==> config.mk <==
export PLATFORM = sky130hd
export DESIGN_NAME = data_mem_arbiter_flat
export DESIGN_NICKNAME = d
export VERILOG_FILES = /design/src/rtl/data_mem_arbiter_if.sv /design/src/rtl/data_mem_arbiter.sv /design/src/flat_wrapper.sv
export SDC_FILE = /design/constraint.sdc
export NUM_CORES = 1
export LEC_CHECK = 0
export ABC_AREA = 1
export ABC_CLOCK_PERIOD_IN_PS = 1600
export CAP_MARGIN = 20
export CORE_MARGIN = 2
export CORE_UTILIZATION = 35
export DETAILED_ROUTE_END_ITERATION = 8
export PLACE_DENSITY_LB_ADDON = 0.08
export SYNTH_ARGS = -nofsm -noshare
export SYNTH_HDL_FRONTEND = slang
export SYNTH_SLANG_ARGS = --single-unit
==> constraint.sdc <==
create_clock -name clk -period 1.6 [get_ports clk]
set_input_delay 0.32 -clock clk [delete_from_list [all_inputs] [get_ports clk]]
set_output_delay 0.32 -clock clk [all_outputs]
set_load 0.01 [all_outputs]
==> src/rtl/data_mem_arbiter_if.sv <==
// Bus bundle between the data-memory arbiter, its two requesters and the memory macro.
interface data_mem_arbiter_if #(
  parameter int unsigned ADDR_W = 11
);
  // Requester 0 (CPU load/store path)
  logic              r0_req;
  logic [3:0]        r0_we;
  logic [ADDR_W-1:0] r0_addr;
  logic [31:0]       r0_wdata;
  logic              r0_ack;
  logic              r0_stall;
  // Requester 1 (auxiliary loader/DMA)
  logic              r1_req;
  logic [3:0]        r1_we;
  logic [ADDR_W-1:0] r1_addr;
  logic [31:0]       r1_wdata;
  logic              r1_ack;
  logic              r1_stall;
  // Shared read data back to the requesters
  logic [31:0]       rdata;
  // Single-port memory side
  logic              mem_en;
  logic [3:0]        mem_we;
  logic [ADDR_W-1:0] mem_addr;
  logic [31:0]       mem_wdata;
  logic [31:0]       mem_rdata;

  modport slave (
    input  r0_req, r0_we, r0_addr, r0_wdata,
    output r0_ack, r0_stall,
    input  r1_req, r1_we, r1_addr, r1_wdata,
    output r1_ack, r1_stall,
    output rdata,
    output mem_en, mem_we, mem_addr, mem_wdata,
    input  mem_rdata
  );

  modport master (
    output r0_req, r0_we, r0_addr, r0_wdata,
    input  r0_ack, r0_stall,
    output r1_req, r1_we, r1_addr, r1_wdata,
    input  r1_ack, r1_stall,
    input  rdata,
    input  mem_en, mem_we, mem_addr, mem_wdata,
    output mem_rdata
  );
endinterface

==> src/rtl/data_mem_arbiter.sv <==
// Two-requester arbiter for the single-port 2K x 32 data memory.
// Each access runs IDLE -> ACCESS -> (WAIT x N) -> RESP; the CPU is stalled while pending.
module data_mem_arbiter #(
  parameter int unsigned ADDR_W      = 11,
  parameter int unsigned WAIT_STATES = 0,
  parameter int unsigned FIXED_PRIO  = 0
) (
  input  logic              clk,
  input  logic              reset,
  data_mem_arbiter_if.slave bus
);

  localparam logic [3:0] WAIT_LOAD = 4'((WAIT_STATES == 0) ? 0 : WAIT_STATES - 1);

  typedef enum logic [1:0] {
    IDLE   = 2'd0,
    ACCESS = 2'd1,
    WAIT   = 2'd2,
    RESP   = 2'd3
  } stateT;

  stateT             state;
  logic              owner;
  logic              lastGrant;
  logic [3:0]        waitCnt;
  logic              memEn;
  logic [3:0]        memWe;
  logic [ADDR_W-1:0] memAddr;
  logic [31:0]       memWdata;
  logic              r0Ack;
  logic              r1Ack;

  logic              grantOwner;
  logic [3:0]        selWe;
  logic [ADDR_W-1:0] selAddr;
  logic [31:0]       selWdata;

  // Pick the winner for an IDLE-cycle request and mux its access fields
  always_comb begin
    grantOwner = 1'b0;
    if (bus.r0_req && bus.r1_req) begin
      grantOwner = (FIXED_PRIO != 0) ? 1'b0 : ~lastGrant;
    end else if (bus.r1_req) begin
      grantOwner = 1'b1;
    end
    selWe    = grantOwner ? bus.r1_we    : bus.r0_we;
    selAddr  = grantOwner ? bus.r1_addr  : bus.r0_addr;
    selWdata = grantOwner ? bus.r1_wdata : bus.r0_wdata;
  end

  // Access sequencer; memory strobes and acks are registered so each lands on its own cycle
  always_ff @(posedge clk) begin
    if (reset) begin
      state     <= IDLE;
      owner     <= 1'b0;
      lastGrant <= 1'b1;
      waitCnt   <= 4'd0;
      memEn     <= 1'b0;
      memWe     <= 4'b0000;
      memAddr   <= '0;
      memWdata  <= 32'd0;
      r0Ack     <= 1'b0;
      r1Ack     <= 1'b0;
    end else begin
      case (state)
        IDLE: begin
          if (bus.r0_req || bus.r1_req) begin
            state     <= ACCESS;
            owner     <= grantOwner;
            lastGrant <= grantOwner;
            memEn     <= 1'b1;
            memWe     <= selWe;
            memAddr   <= selAddr;
            memWdata  <= selWdata;
          end
        end
        ACCESS: begin
          memEn <= 1'b0;
          memWe <= 4'b0000;
          if (WAIT_STATES == 0) begin
            state <= RESP;
            r0Ack <= ~owner;
            r1Ack <= owner;
          end else begin
            waitCnt <= WAIT_LOAD;
            state   <= WAIT;
          end
        end
        WAIT: begin
          if (waitCnt == 4'd0) begin
            state <= RESP;
            r0Ack <= ~owner;
            r1Ack <= owner;
          end else begin
            waitCnt <= waitCnt - 4'd1;
          end
        end
        RESP: begin
          r0Ack <= 1'b0;
          r1Ack <= 1'b0;
          state <= IDLE;
        end
        default: begin
          state <= IDLE;
        end
      endcase
    end
  end

  // Drive the bus; stall and read data must be same-cycle with ack, hence not registered
  assign bus.mem_en    = memEn;
  assign bus.mem_we    = memWe;
  assign bus.mem_addr  = memAddr;
  assign bus.mem_wdata = memWdata;
  assign bus.r0_ack    = r0Ack;
  assign bus.r1_ack    = r1Ack;
  assign bus.r0_stall  = bus.r0_req & ~r0Ack;
  assign bus.r1_stall  = bus.r1_req & ~r1Ack;
  assign bus.rdata     = bus.mem_rdata;

endmodule

==> src/flat_wrapper.sv <==
// flat-port wrapper written by rule: the top's interface ports become plain ports
module data_mem_arbiter_flat 
#(
  parameter int unsigned ADDR_W      = 11,
  parameter int unsigned WAIT_STATES = 0,
  parameter int unsigned FIXED_PRIO  = 0
)
  (clk, reset, bus_r0_req, bus_r0_we, bus_r0_addr, bus_r0_wdata, bus_r0_ack, bus_r0_stall, bus_r1_req, bus_r1_we, bus_r1_addr, bus_r1_wdata, bus_r1_ack, bus_r1_stall, bus_rdata, bus_mem_en, bus_mem_we, bus_mem_addr, bus_mem_wdata, bus_mem_rdata);
  data_mem_arbiter_if #(.ADDR_W(ADDR_W)) bus_i ();
  input  logic clk;
  input  logic reset;
  input wire logic [$bits(bus_i.r0_req)-1:0] bus_r0_req;
  input wire logic [$bits(bus_i.r0_we)-1:0] bus_r0_we;
  input wire logic [$bits(bus_i.r0_addr)-1:0] bus_r0_addr;
  input wire logic [$bits(bus_i.r0_wdata)-1:0] bus_r0_wdata;
  output wire logic [$bits(bus_i.r0_ack)-1:0] bus_r0_ack;
  output wire logic [$bits(bus_i.r0_stall)-1:0] bus_r0_stall;
  input wire logic [$bits(bus_i.r1_req)-1:0] bus_r1_req;
  input wire logic [$bits(bus_i.r1_we)-1:0] bus_r1_we;
  input wire logic [$bits(bus_i.r1_addr)-1:0] bus_r1_addr;
  input wire logic [$bits(bus_i.r1_wdata)-1:0] bus_r1_wdata;
  output wire logic [$bits(bus_i.r1_ack)-1:0] bus_r1_ack;
  output wire logic [$bits(bus_i.r1_stall)-1:0] bus_r1_stall;
  output wire logic [$bits(bus_i.rdata)-1:0] bus_rdata;
  output wire logic [$bits(bus_i.mem_en)-1:0] bus_mem_en;
  output wire logic [$bits(bus_i.mem_we)-1:0] bus_mem_we;
  output wire logic [$bits(bus_i.mem_addr)-1:0] bus_mem_addr;
  output wire logic [$bits(bus_i.mem_wdata)-1:0] bus_mem_wdata;
  input wire logic [$bits(bus_i.mem_rdata)-1:0] bus_mem_rdata;
  assign bus_i.r0_req = bus_r0_req;
  assign bus_i.r0_we = bus_r0_we;
  assign bus_i.r0_addr = bus_r0_addr;
  assign bus_i.r0_wdata = bus_r0_wdata;
  assign bus_r0_ack = bus_i.r0_ack;
  assign bus_r0_stall = bus_i.r0_stall;
  assign bus_i.r1_req = bus_r1_req;
  assign bus_i.r1_we = bus_r1_we;
  assign bus_i.r1_addr = bus_r1_addr;
  assign bus_i.r1_wdata = bus_r1_wdata;
  assign bus_r1_ack = bus_i.r1_ack;
  assign bus_r1_stall = bus_i.r1_stall;
  assign bus_rdata = bus_i.rdata;
  assign bus_mem_en = bus_i.mem_en;
  assign bus_mem_we = bus_i.mem_we;
  assign bus_mem_addr = bus_i.mem_addr;
  assign bus_mem_wdata = bus_i.mem_wdata;
  assign bus_i.mem_rdata = bus_mem_rdata;
  data_mem_arbiter #(.ADDR_W(ADDR_W), .WAIT_STATES(WAIT_STATES), .FIXED_PRIO(FIXED_PRIO)) u_core (.clk(clk), .reset(reset), .bus(bus_i));
endmodule
==> flow_summary.toml <==
[synthesis]
yosysMostFrequentCell = "nand2_1"
async_reset_ff_share_pct = 0
synth_top_cell_by_area = "dfxtp_1"
synth_top_cells_by_area = "dfxtp_1 (39%), nand2_1 (14%), a21oi_1 (9.3%), buf_4 (8.9%), o21ai_0 (7.1%)"
synthFlopType = "dfxtp_1"
syn_area_per_cell_sq_um = 6.94
synth_common_cells = "nand2_1 (107), dfxtp_1 (58), a21oi_1 (55), nor2_1 (49), o21ai_0 (42)"
syn_area_sq_um = 2960
ys_warn_count = 0
synth_edf_count = 0
yosysSeqAreaShare_pct = 39.2
synth_top_area_share_pct = 39.2
synthCells = 427
syn-num-nets = 563
netlist-cell-type-count = 21
synth-seq-cells = 58

[flow_run]
cap_violations = 0

[power]
power_leakage_nw = 2.09
ir_worst_vdd_mv = 0.417
p_per_area_nw_per_um2 = 973

[critical_path]
cp_cell_sequence = "clkdlybuf4s50_1"
critPathMaxFanout = 2
r2r_start = "u_core.state[0]"
start_kind = "flip-flop"
cp.arrival_ns = 1.22
critPathSlowestCell = "clkdlybuf4s50_1"
cp_slowest_stage_delay_ns = 0.56
cp_top_family = "buffers and inverters"
startpoint = "u_core.bus.mem_wdata[21]"
cp.required_ns = 1.28
end_kind = "output pin"
critPathBufInv = 1
critPathKind = "reg -> out"

[outcome]
status = "finished clean"

[worst_hold_path]
hold_class = "reg -> reg"
hp-start = "u_core.lastGrant"

[place]
portBuffers = 149
dp_cells = 643
gp_congestion = 0.761
dpl.hpwl_mm = 6.12

[grt]
grt_max_degree = 47
grt.met3_usage_pct = 8.22
grt_pass1_vias = 2822
busiest_layer = "met2"
grt_first_pass_wirelength_mm = 13.1
met2_usage_pct = 28.8
antenna_found_initial = 0
overflow = 0
gr-usage-met1_pct = 22.4
grt.total_usage_pct = 18.5

[detailed_routing]
antenna_left = 0
finalWirelength_mm = 8.83
via_per_inst = 4.66
vias = 3083
drc = 0
wl_per_cell_microns = 13.4
drt_iter0_drc = 68
firstDrtPassIters = 4

[die]
initial_core_util_pct = 36.1
row_count = 33
design.die.area_sq_um = 9220
die_w_microns = 96.0
core_area_sq_um = 8220
die_h_microns = 96.0
io_pins = 214

[finish]
drive_gt1_share_pct = 7.73
fillers = 809
nNetsFinal = 688
finalNonFillerCells = 661
diodes = 0
syn_to_final_growth_pct = 58.2

[sta]
setup_viol = 0
setup_tns_ns = 0
min_period_ns = 1.54
final_hold_viol_count = 0
min_period_over_period_pct = 96.5
worst_pin_slew_ns = 0.266
fmax_mhz = 648
max-slew-margin-rel_pct = 82.3
slew_violations = 0
rsz0062_at_grt = "yes"
finClkSkew_ns = 0.00419

[clocking]
clkTransAtPathRegs_ns = 0.07
cts_buffer_depth = 2
cts_root_buffer = "clkbuf_8"
cts_num_sinks = 58
cts_buffers = 9
cts_max_level = 3
clk_latency_ns = 0.33
cts_tree = "built"
-- placed cells by master (no fill, tap or decap), drive strengths merged, types with 2 or more instances in the layout --
| cell | instances |
|---|---|
| ha | 6 |
| nand2 | 107 |
| clkbuf | 16 |
| nand3b | 4 |
| inv | 20 |
| buf | 20 |
| o21ai | 45 |
| dfxtp | 58 |
| a21oi | 55 |
| clkdlybuf4s50 | 139 |
| nor3 | 2 |
| nand3 | 18 |
| clkinv | 2 |
| nand4 | 2 |
| nor2 | 51 |
| dlymetal6s2s | 8 |
-- layout make-up --
class | instances | area [sq um] | area share, %
Timing Repair Buffer | 171 | 1800 | 38.3
Multi-Input combinational cell | 292 | 1340 | 28.5
Sequential cell | 58 | 1160 | 24.8
Clock buffer | 13 | 179 | 3.82
Tap cell | 105 | 131 | 2.80
Inverter | 20 | 75.1 | 1.60
Clock inverter | 2 | 10.0 | 0.214
-- flip-flops by register name, indices dropped and copies added (netlist names) --
signal / cells
u_core.bus.mem_wdata: 32
u_core.lastGrant: 1
u_core.owner: 1
u_core.bus.r0_ack: 1
u_core.bus.mem_we: 4
u_core.bus.mem_en: 1
u_core.bus.mem_addr: 11
u_core.bus.r1_ack: 1
u_core.waitCnt: 4
u_core.state: 2
-- tightest hold or removal path, stage by stage (launching register included) --
cell and delay (ns):
dfxtp_1 0.33, nand2_1 0.06, nand3_1 0.05
-- report_power, final --
| part | internal, mW | switching (mW) | total (mW) |
|---|---|---|---|
| sequential | 1.64 | 0.0889 | 1.73 |
| clock | 0.718 | 0.575 | 1.29 |
| combinational | 0.847 | 0.693 | 1.54 |
| total | 3.20 | 1.36 | 4.56 |
-- path summary, 6_finish.rpt --
path / endpoint / slack (ns) / cells after the start
worst max-delay path: bus_mem_wdata[21] / 0.06 / 1
worst min-delay path: u_core.lastGrant / 0.47 / 2
worst max register to register: u_core.bus.mem_en / 0.13 / 9
worst min register to register: u_core.lastGrant / 0.47 / 2
-- cell families after synthesis --
group	synth area share, %
simple gates	25.2
buf+inv	15.8
flops	39.2
compound gates	17.3
fa+ha+maj	2.53
-- layer usage --
metal | share of wire, % | vias to the layer above
li1 | - | 1597
met5 | 0 | -
met4 | 1.9 | 0
met3 | 8.8 | 18
met2 | 46 | 111
met1 | 43 | 1357
-- stage by stage --
stage	cell area [sq um]	total power, mW	hold slack (ns)	worst slack (ns)	util, %
floorplan	2960	2.52	0.429	0.209	-
global placement	4410	3.22	0.443	-0.199	53.7
detailed placement	4410	3.24	0.454	-0.194	53.7
CTS	4600	4.54	0.470	0.0202	56.0
global route	4690	4.85	0.482	-0.00304	57.1
finish	4690	4.56	0.466	0.0560	57.1
-- timing repair --
| action | in CTS | in global routing |
|---|---|---|
| hold endpoints to repair | 0 | 0 |
| gates cloned | 0 | 2 |
| hold buffers | 0 | 0 |
| resized for setup | 2 | 14 |
| pin swaps | 0 | 1 |
| setup buffers | 0 | 1 |
| setup endpoints to repair | 2 | 29 |
(Power assumes the default switching activity.)
